`src/rtl/fpu_pkg.sv`:
```
// fpu_pkg: shared constants, result record and sizing helper
// for the divider issue/collect stage.
package fpu_pkg;

  localparam int FP32_W = 32;
  localparam logic [7:0] EXP_ZERO = 8'h00;

  // The tag travels beside this record because its width is a module parameter.
  typedef struct packed {
    logic              dz;
    logic [FP32_W-1:0] result;
  } div_res_t;

  function automatic int clog2(input int v);
    int r;
    r = 0;
    while ((1 << r) < v) r++;
    return r;
  endfunction

endpackage

```
`src/rtl/fpu_sync_fifo.sv`:
```
// fpu_sync_fifo: power-of-two synchronous FIFO, registered storage,
// pointers and count reset, storage left unreset.
module fpu_sync_fifo
  import fpu_pkg::*;
#(
  parameter int WIDTH = 8,
  parameter int DEPTH = 4
) (
  input  logic                  clk,
  input  logic                  rst,
  input  logic                  push,
  input  logic [WIDTH-1:0]      wdata,
  input  logic                  pop,
  output logic [WIDTH-1:0]      rdata,
  output logic [clog2(DEPTH):0] count
);

  localparam int AW = clog2(DEPTH);
  localparam int CW = AW + 1;

  logic [WIDTH-1:0] mem_q [DEPTH];
  logic [AW-1:0]    wr_ptr_q, wr_ptr_d;
  logic [AW-1:0]    rd_ptr_q, rd_ptr_d;
  logic [CW-1:0]    count_q, count_d;

  always_comb begin
    wr_ptr_d = wr_ptr_q;
    rd_ptr_d = rd_ptr_q;
    count_d  = count_q;
    if (push) wr_ptr_d = wr_ptr_q + AW'(1);
    if (pop)  rd_ptr_d = rd_ptr_q + AW'(1);
    case ({push, pop})
      2'b10:   count_d = count_q + CW'(1);
      2'b01:   count_d = count_q - CW'(1);
      default: count_d = count_q;
    endcase
  end

  always_ff @(posedge clk or posedge rst) begin
    if (rst) begin
      wr_ptr_q <= '0;
      rd_ptr_q <= '0;
      count_q  <= '0;
    end else begin
      wr_ptr_q <= wr_ptr_d;
      rd_ptr_q <= rd_ptr_d;
      count_q  <= count_d;
    end
  end

  always_ff @(posedge clk) begin
    if (push) mem_q[wr_ptr_q] <= wdata;
  end

  assign rdata = mem_q[rd_ptr_q];
  assign count = count_q;

  a_no_overflow: assert property (@(posedge clk) disable iff (rst)
    !(push && !pop && count_q == CW'(DEPTH)));

  a_no_underflow: assert property (@(posedge clk) disable iff (rst)
    !(pop && count_q == '0));

endmodule

```
`src/rtl/fpu_div_issue.sv`:
```
// fpu_div_issue: feeds the divider one operand pair per cycle and
// catches its one-cycle result before the divider clears it.
module fpu_div_issue
  import fpu_pkg::*;
#(
  parameter int DEPTH = 4,
  parameter int TAG_W = 4
) (
  input  logic                  clk,
  input  logic                  rst,
  input  logic                  in_valid,
  output logic                  in_ready,
  input  logic [31:0]           in_a,
  input  logic [31:0]           in_b,
  input  logic [TAG_W-1:0]      in_tag,
  output logic                  div_en,
  output logic [31:0]           div_a,
  output logic [31:0]           div_b,
  input  logic [31:0]           div_result,
  input  logic                  div_zero_division,
  output logic                  out_valid,
  input  logic                  out_ready,
  output logic [31:0]           out_result,
  output logic [TAG_W-1:0]      out_tag,
  output logic                  out_dz,
  output logic [clog2(DEPTH):0] fifo_count
);

  localparam int CW    = clog2(DEPTH) + 1;
  localparam int IN_W  = 2 * FP32_W + TAG_W;
  localparam int OUT_W = $bits(div_res_t) + TAG_W;

  logic [IN_W-1:0]  in_wdata, in_rdata;
  logic [OUT_W-1:0] out_wdata, out_rdata;
  logic [1:0]       out_count;
  logic [2:0]       credit;
  logic             in_push, issue, out_pop;
  logic [TAG_W-1:0] head_tag, out_tag_raw;
  div_res_t         cap_rec, out_rec;

  logic             inflight_q, inflight_d;
  logic [TAG_W-1:0] inflight_tag_q, inflight_tag_d;
  logic             inflight_dz_q, inflight_dz_d;

  assign in_ready = fifo_count < CW'(DEPTH);
  assign in_push  = in_valid && in_ready;
  assign in_wdata = {in_tag, in_a, in_b};

  fpu_sync_fifo #(
    .WIDTH (IN_W),
    .DEPTH (DEPTH)
  ) u_in_fifo (
    .clk   (clk),
    .rst   (rst),
    .push  (in_push),
    .wdata (in_wdata),
    .pop   (issue),
    .rdata (in_rdata),
    .count (fifo_count)
  );

  assign {head_tag, div_a, div_b} = in_rdata;

  // Credit counts buffered plus in-flight results; a slot freed this
  // cycle by the consumer may be reused by this cycle's issue.
  assign out_valid = out_count != 2'd0;
  assign out_pop   = out_valid && out_ready;
  assign credit    = {1'b0, out_count} + {2'b0, inflight_q}
                   - {2'b0, out_pop};
  assign issue     = (fifo_count != '0) && (credit < 3'd2);
  assign div_en    = issue;

  // dz must be taken now: div_b moves to the next head after the pop.
  always_comb begin
    inflight_d     = issue;
    inflight_tag_d = inflight_tag_q;
    inflight_dz_d  = inflight_dz_q;
    if (issue) begin
      inflight_tag_d = head_tag;
      inflight_dz_d  = div_zero_division;
    end
  end

  always_ff @(posedge clk or posedge rst) begin
    if (rst) begin
      inflight_q     <= 1'b0;
      inflight_tag_q <= '0;
      inflight_dz_q  <= 1'b0;
    end else begin
      inflight_q     <= inflight_d;
      inflight_tag_q <= inflight_tag_d;
      inflight_dz_q  <= inflight_dz_d;
    end
  end

  assign cap_rec   = '{dz: inflight_dz_q, result: div_result};
  assign out_wdata = {inflight_tag_q, cap_rec};

  fpu_sync_fifo #(
    .WIDTH (OUT_W),
    .DEPTH (2)
  ) u_out_buf (
    .clk   (clk),
    .rst   (rst),
    .push  (inflight_q),
    .wdata (out_wdata),
    .pop   (out_pop),
    .rdata (out_rdata),
    .count (out_count)
  );

  assign {out_tag_raw, out_rec} = out_rdata;

  assign out_result = out_valid ? out_rec.result : '0;
  assign out_tag    = out_valid ? out_tag_raw : '0;
  assign out_dz     = out_valid && out_rec.dz;

endmodule

```
`config.mk`:
```
export PLATFORM = sky130hd
export DESIGN_NAME = fpu_div_issue
export DESIGN_NICKNAME = d
export VERILOG_FILES = /design/src/rtl/fpu_pkg.sv /design/src/rtl/fpu_sync_fifo.sv /design/src/rtl/fpu_div_issue.sv
export SDC_FILE = /design/constraint.sdc
export NUM_CORES = 1
export LEC_CHECK = 0
export CAP_MARGIN = 20
export CORE_MARGIN = 2
export CORE_UTILIZATION = 50
export DETAILED_ROUTE_END_ITERATION = 10
export HOLD_SLACK_MARGIN = 0.12
export PLACE_DENSITY = 0.75
export SLEW_MARGIN = 20
export SYNTH_ARGS = -nofsm -noshare
export SYNTH_HDL_FRONTEND = slang
export SYNTH_SLANG_ARGS = --single-unit
export TNS_END_PERCENT = 10
```
`constraint.sdc`:
```
create_clock -name clk -period 4.25 [get_ports clk]
set_clock_uncertainty 0.05 [all_clocks]
set_input_delay 0.6375 -clock clk [delete_from_list [all_inputs] [get_ports clk]]
set_output_delay 0.6375 -clock clk [all_outputs]
set_load 0.1 [all_outputs]
```
==> results.cfg, run 1 <==
[status]
status = finished clean

[synthesis]
synth_fp_nets = 764
ys.flop_type = edfxtp_1
synth_seq_cells = 363
synth_cells = 652
ys_seq_area_share_pct = 77.6
syn_area_sq_um = 13900
ys_top_cells_by_area = edfxtp_1 75%, mux4_2 11%, buf_4 3.7%, dfrtp_1 3.1%, mux2i_1 2.7%
synth_warnings = 0
async_flop_share_pct = 4.68
synth_enable_flop_cells = 346
yosys.area.top_type = edfxtp_1
netlist.area_leader.share_pct = 74.6
synthDistinctLibCells = 27
syn_avg_cell_area_sq_um = 21.4
synthTopCellsByCount = 346 x edfxtp_1, 68 x buf_4, 68 x mux4_2
yosysMostFrequentCell = edfxtp_1

[detailed_routing]
vias = 6334
remaining_drc_errors = 0
totalWireLength_um = 24800
wl_per_cell_um = 20.1
first_pass_iters = 6
vias_per_cell = 5.12
drt_iter0_drc = 444
ant_nets = 0

[global_routing]
grt_pass1_vias = 6697
grt_pass1_wl_um = 37800
track_usage_pct = 17.1
antenna_found_initial = 2
gr-total-overflow = 0
grt_max_degree = 69

[cts]
tritoncts = yes
ctsHoldBuffers = 0
clockBufferDepth = 3
cts_buffers = 38
post_cts_buffers = 0
path_clk_slew_ns = 0.06
clock_latency_ns = 0.50
ctsResizeCount = 0
htreeDepth = 2
cts.sinks = 363
clockRootBuffer = clkbuf_16

[sta]
maxSlewHeadroom_pct = 32.4
finalCritPeriodShare_pct = 82.6
hold_violations = 0
setup_viol = 0
finalSetupTns_ns = 0
rsz0062_at_grt = no
slew_viol_final = 0
tightest_slew_ns = 1.01
whs_ns = 0.428
fmax_mhz = 285
fin_crit_ns = 3.51

[layout]
fill_cells = 1989
nNetsFinal = 940
seq_area_sq_um = 10800
drive_gt1_share_pct = 29.9
area_growth_pct = 23.2
multiInputGateArea_sq_um = 2470
fin_cells = 1236

[worst_setup_path]
crit_type = input pin to output pin
r2r_setup_slack_ns = 1.36
cp_max_fo = 8
r2r_cells = 12
slowest_delay_ns = 0.52
crit_path_start_kind = input pin
crit_chain = clkdlybuf4s50_1 > and3b_1 > a21oi_1 > nand2b_1 > fa_1 > xnor2_1 > and3_1 > buf_4 > buf_12
cp-end-kind = output pin
crit_required_ns = 3.56
worstReg2RegEnd = u_in_fifo.count[2]$_DFFE_PP0P_
worstPathArrival_ns = 2.82
slowest_stage = clkdlybuf4s50_1
r2r_start = u_out_buf.count[1]$_DFFE_PP0P_
critPathTopFamily = buffers and inverters
worst-path-buf-inv = 3

[die]
die_x_um = 171
start_util_pct = 50.4
row_count = 61
die_area_sq_um = 29200
die_height_um = 171
core_area_sq_um = 27600
io_pins = 212

[hold_path]
hold_class = register to register
min-delay-start = inflight_tag_q[2]$_DFFE_PP0P_
hold_depth = 0
hold_end = u_out_buf.mem_q[0][35]$_DFFE_PP_

[place]
dpl.hpwl_um = 14900
port_buffers = 211
dp_cells = 1165
gp_routability_congestion = 0.680

[job]
max-cap-violations = 0
-- cell usage in the layout, fill, tap and decap left out, drive strengths merged --
cell type	count
ha	5
buf	118
nor2	39
clkinvlp	1
and2	5
nand4	1
clkdlybuf4s50	109
dfrtp	17
clkinv	9
fa	2
bufinv	7
and3	1
mux2i	38
and4	1
xor2	3
o21ai	1
mux2	5
or3	1
edfxtp	346
mux4	68
xnor2	7
nand2	2
nor2b	2
clkbuf	50
and3b	1
nand2b	2
diode	1
a21oi	3
nor3	1
inv	12
-- metrics by stage --
stage               cell area (sq um)  util (%)  setup slack (ns)
floorplan                       13900         -             0.942
global placement                15800      57.3             0.781
detailed placement              15800      57.3             0.703
CTS                             17100      62.0             0.731
global route                    17200      62.2             0.561
finish                          17200      62.2             0.740
-- area by class of cell --
class | instances | area share, %
inverters | 10 | 0.219
clock buffers | 50 | 5.98
diodes | 1 | 0.0146
well taps | 378 | 2.75
clock inverters | 19 | 1.62
repair buffers | 227 | 12.0
flip-flops and latches | 363 | 63.0
multi-input cells | 188 | 14.4
-- metal layers --
layer | global-route usage [%] | vias to the layer above | part of all wire, %
met5 | 0 | - | 0.052
met4 | 4.02 | 2 | 1.6
met3 | 6.45 | 43 | 9.1
met2 | 27.8 | 204 | 49
met1 | 22.1 | 3213 | 40
li1 | - | 2872 | -
-- flip-flops by register name, summed over array words and instances, names as in the netlist --
| name | cells |
|---|---|
| u_out_buf.wr_ptr_q | 1 |
| inflight_tag_q | 4 |
| u_out_buf.count | 2 |
| u_in_fifo.rd_ptr_q | 2 |
| u_out_buf.mem_q | 74 |
| inflight_dz_q | 1 |
| u_in_fifo.count | 3 |
| u_in_fifo.mem_q | 272 |
| inflight_q | 1 |
| u_in_fifo.wr_ptr_q | 2 |
| u_out_buf.rd_ptr_q | 1 |
-- kinds of logic (layout without fill, tap and decap cells) --
kind of cell	count (synthesis)	after routing	synth area share [%]
AOI/OAI and AO/OA	4	4	0.144
xor gates and xnor gates	10	10	0.629
adders and majority gates	7	7	0.736
buffers and inverters	101	306	4.82
DFF	363	363	77.6
muxes	111	111	14.3
other	0	1	0
and+or+nand+nor	56	56	1.80
-- how the worst max path moves through the flow --
stage / from / to / slack (ns) / depth (start not counted)
after floorplan: u_in_fifo.count[2]$_DFFE_PP0P_ / u_in_fifo.mem_q[0][0]$_DFFE_PP_ / 0.94 / 3
after global placement: out_ready / u_in_fifo.count[2]$_DFFE_PP0P_ / 0.78 / 13
after detailed placement: out_ready / u_in_fifo.count[2]$_DFFE_PP0P_ / 0.70 / 13
after CTS: out_ready / div_en / 0.73 / 9
after global routing: out_ready / div_en / 0.56 / 9
final: out_ready / div_en / 0.74 / 9
Power of run 1 is left out: the tool's default activity adds up to more than one toggle a clock period on the data nets, which glitch-free logic cannot reach.
==> run 2: changes to the inputs <==
Clock period 4.25 ns to 3.4 ns, I/O delays scaled along.
==> run 2 against run 1 <==
Effect of this change: non-clock buffer count is 5 higher; worst setup slack worse by 0.60 ns; flip-flop and latch count stayed put; sequential share of layout area is essentially flat; cell count grew 0.32%; core utilization is essentially flat; die area did not move; count of clock-buffer cells in the layout is 2 higher; global-route usage rose by 0.31 points; via count is 1.6% higher; critical path depth stayed put.
==> results.cfg, run 2 (synthesis results as in run 1) <==
[worst_setup_path]
crit_path_start_kind = input pin
cp-end-kind = output pin
crit_type = input pin to output pin
slowest_delay_ns = 0.56
crit_required_ns = 2.84
critical_path_depth = 9
slowest_stage = clkdlybuf4s50_1
worstPathArrival_ns = 2.70
critPathTopFamily = buffers and inverters
worst-path-buf-inv = 3
r2r_cells = 12
cp_max_fo = 8
crit_chain = clkdlybuf4s50_1 > and3b_1 > a21oi_1 > nand2b_1 > fa_1 > xnor2_1 > and3_1 > buf_6 > buf_12

[layout]
layout_common_cells = 346 x edfxtp_1, 113 x buf_4, 107 x clkdlybuf4s50_1
top_register = u_in_fifo.mem_q
fin_cells = 1240
largest_reg_flops = 272
nNetsFinal = 945
drive_gt1_share_pct = 30.2
reg_top3 = u_in_fifo.mem_q: 272 flops, u_out_buf.mem_q: 74 flops, inflight_tag_q: 4 flops
area_growth_pct = 23.2
final_common_cell = edfxtp_1

[cts]
path_clk_slew_ns = 0.05
cts_buffers = 38
tritoncts = yes
post_cts_buffers = 0
htreeDepth = 2
clock_latency_ns = 0.51
cts.sinks = 363
clockRootBuffer = clkbuf_16
clockBufferDepth = 3

[sta]
finalCritPeriodShare_pct = 95.9
finalSetupTns_ns = 0
fmax_mhz = 307
fin_crit_ns = 3.26
rsz0062_at_grt = no
hold_violations = 0
tightest_slew_ns = 0.994
slew_viol_final = 0
whs_ns = 0.402
setup_viol = 0
maxSlewHeadroom_pct = 33.5

[global_routing]
antenna_found_initial = 2
track_usage_pct = 17.4
gr-total-overflow = 0
grt_pass1_wl_um = 38300
grt_max_degree = 39
grt_pass1_vias = 6783

[detailed_routing]
ant_nets = 0
vias = 6435
remaining_drc_errors = 0
first_pass_iters = 4
vias_per_cell = 5.19
drt_iter0_drc = 473
totalWireLength_um = 25300
wl_per_cell_um = 20.4

[die]
row_count = 61
io_pins = 212
core_area_sq_um = 27600
die_height_um = 171
die_x_um = 171
die_area_sq_um = 29200
start_util_pct = 50.4

[job]
max-cap-violations = 0

[place]
dpl.hpwl_um = 15700
dp_cells = 1171
gp_routability_congestion = 0.706
port_buffers = 211

[hold_path]
hold_class = input pin to async pin

[status]
status = finished clean
==> run 2: cell type report <==
class                      count  area [sq um]
sequential                   363         10800
tap                          378           473
multi-input combinational    188          2470
clock buffer                  52          1040
inverter                      10          37.5
clock inverter                15           159
timing repair buffer         232          2150
antenna                        2          5.00
fill                        1942         10500
==> run 2: path summary, 6_finish.rpt <==
kind | slack (ns) | startpoint | end
max reg2reg | 0.50 | u_out_buf.count[1]$_DFFE_PP0P_ | u_in_fifo.count[2]$_DFFE_PP0P_
max | 0.14 | out_ready | div_en
min in group clk | 0.43 | inflight_tag_q[1]$_DFFE_PP0P_ | u_out_buf.mem_q[0][34]$_DFFE_PP_
max in group asynchronous | 2.40 | rst | u_in_fifo.rd_ptr_q[1]$_DFFE_PP0P_
min | 0.40 | rst | inflight_dz_q$_DFFE_PP0P_
min reg2reg | 0.43 | inflight_tag_q[1]$_DFFE_PP0P_ | u_out_buf.mem_q[0][34]$_DFFE_PP_
==> run 2: timing repair <==
action	4_1_cts	5_1_grt
hold buffers	0	0
endpoints found under the setup margin	0	1
gates resized for setup	0	1
==> run 2: through the flow <==
step | area (sq um) | util, % | worst slack (ns)
after floorplan | 13900 | - | 0.0924
after global placement | 16000 | 57.7 | 0.0419
after detailed placement | 16000 | 57.7 | -0.0495
after CTS | 17200 | 62.1 | 0.0970
after global routing | 17200 | 62.1 | 0.00941
final | 17200 | 62.1 | 0.140
==> run 2: per-layer routing <==
| layer | routed length (um) | track usage [%] |
|---|---|---|
| met1 | 10500 | 22.8 |
| met2 | 12200 | 28.3 |
| met3 | 2150 | 5.76 |
| met4 | 411 | 4.61 |
| met5 | 13 | 0 |
Power of run 2 is left out for the same reason.
==> variant (settings of run 2) <==
`inflight_tag_q` no longer has a reset.
--- a/src/rtl/fpu_div_issue.sv
+++ b/src/rtl/fpu_div_issue.sv
@@ -84,13 +84,15 @@
   always_ff @(posedge clk or posedge rst) begin
     if (rst) begin
       inflight_q     <= 1'b0;
-      inflight_tag_q <= '0;
       inflight_dz_q  <= 1'b0;
     end else begin
       inflight_q     <= inflight_d;
-      inflight_tag_q <= inflight_tag_d;
       inflight_dz_q  <= inflight_dz_d;
     end
+  end
+
+  always_ff @(posedge clk) begin
+    inflight_tag_q <= inflight_tag_d;
   end
 
   assign cap_rec   = '{dz: inflight_dz_q, result: div_result};
Check against the original RTL: no difference found for any inputs over 4 cycles, from zero or initial values and one cycle with rst high; that may be too few to reach the edited logic, so the function may still have changed.
==> variant against run 2 <==
  * Sequential cell count unchanged
  * Setup slack better by 46 ps
  * Synthesized cell count down 0.77%
  * Utilization down 0.55 points
  * Final area down 0.88%
  * Area after synthesis unchanged
  * Die area unchanged
  * Routed wire length down 3.6%
Power is left out: the tool's default activity adds up to more than one toggle a clock period on the data nets, which glitch-free logic cannot reach.
==> variant: results (changes against run 2) <==
| Metric | Value |
|---|---|
| Status | completed |
| Hold slack | 315.2 ps (-86.56 ps) |
| Placed cell area | 15,870 sq um (-0.50%) |
| Normalized max-slew margin | 57.80% (+24 points) |
| CP startpoint | out_ready |
| WL per Instance | 19.84 um (-2.8%) |
| Most frequent cells after synthesis | edfxtp_1 (350), mux4_2 (68), buf_4 (67) |
| Post-Synthesis Cell Area | 13,940 sq um (unchanged) |
| Post-synth EDFFs | 350 (+1.2%) |
| Bufs on Longest Clock Path | 3 (unchanged) |
| Synth area leaders | edfxtp_1 (75%), mux4_2 (11%), buf_4 (3.6%), mux2i_1 (2.7%), dfrtp_1 (2.3%) |
| Met2 Resource Use GR | 27.67% (-0.67 points) |
| Top_reg_cell synth | edfxtp_1 |
| Largest net degree at the start of global routing | 39 (unchanged) |
| Mapped Nets | 759 (-0.65%) |
| Place WS | 13.93 ps (+63.39 ps) |
| Met2 WL | 11,690 um (-4.5%) |
| Worst r2r src | u_out_buf.count[1] |
| FFs w/ async S/R, synth | 3.581% (-1.1 points) |
| F_max | 311.1 MHz (+1.4%) |
| CTS H-tree lvls | 2 (unchanged) |
| Unique masters post-synth | 29 (+7.4%) |
| Iter 0 DRT Violations | 467 (-1.3%) |
| Metal-1 WL | 9734 um (-7.1%) |
| Finished Layout Cells | 1,229 (-0.89%) |
| DR vias/cell | 5.191 (about the same) |
| CTS resizes | 0 (unchanged) |
| Overall routing resource usage | 16.79% (-0.62 points) |
| Crit path DAT | 2650 ps (-50 ps) |
| Global-route wire length before repair | 37,250 um (-2.6%) |
| Hold Path Class | in2async |
| Routed wl met3 | 2411 um (+12%) |
| RePlAce Congestion | 0.6967 (-1.3%) |
| Port bufs | 211 (unchanged) |
| Post-CTS setup buffers | 0 (unchanged) |
| Layout cells sized above 1 | 30.47% (+0.24 points) |
| Antenna violations before repair | 1 (-1) |
| Max Used Layer | met4 |
| Clock-pin slew on the worst setup and hold paths | 60 ps |
| Vias in the first global route | 6,731 (-0.77%) |
| CP peak stage delay | 540 ps (-20 ps) |
| CP Max Fanout | 8 (unchanged) |
| Met1 Use GR | 20.92% (-1.9 points) |
| HPWL after DPL | 15,070 um (-3.9%) |
| Cell count after synthesis | 647 (-0.77%) |
| Critical path class | in2out |
| CTS root buf | clkbuf_16 |
| Crit path capture | div_en |
| Register area share after synthesis | 77.75% (+0.14 points) |
| Routing usage on met3 | 6.269% (+0.51 points) |
| Nets | 939 (-0.63%) |
| Critical Path Slowest Stage Cell | clkdlybuf4s50_1 |
[variant: worst max-delay path: cells and delay by family]
family | cells | cell delay (ps)
buffers and inverters | 3 | 920
xor gates and xnor gates | 1 | 170
AOI/OAI and AO/OA | 1 | 70
and+or+nand+nor | 3 | 580
adders and majority gates | 1 | 410
[variant: final cells by class]
cell class	instances	area, sq um
Clock buffer	49	1033
Inverter	10	37.54
Sequential cell	363	10840
Antenna cell	1	2.502
Multi-Input combinational cell	184	2429
Timing Repair Buffer	230	2087
Fill cell	1956	10620
Tap cell	378	473.0
Clock inverter	14	105.1
[variant: logic make-up after synthesis]
group	after synthesis	share of synthesized area (%)
compound gates	4	0.1436
xor+xnor	10	0.6824
fa+ha+maj	7	0.7362
buf+inv	100	4.965
flops	363	77.75
mux	107	13.83
simple gates	56	1.894
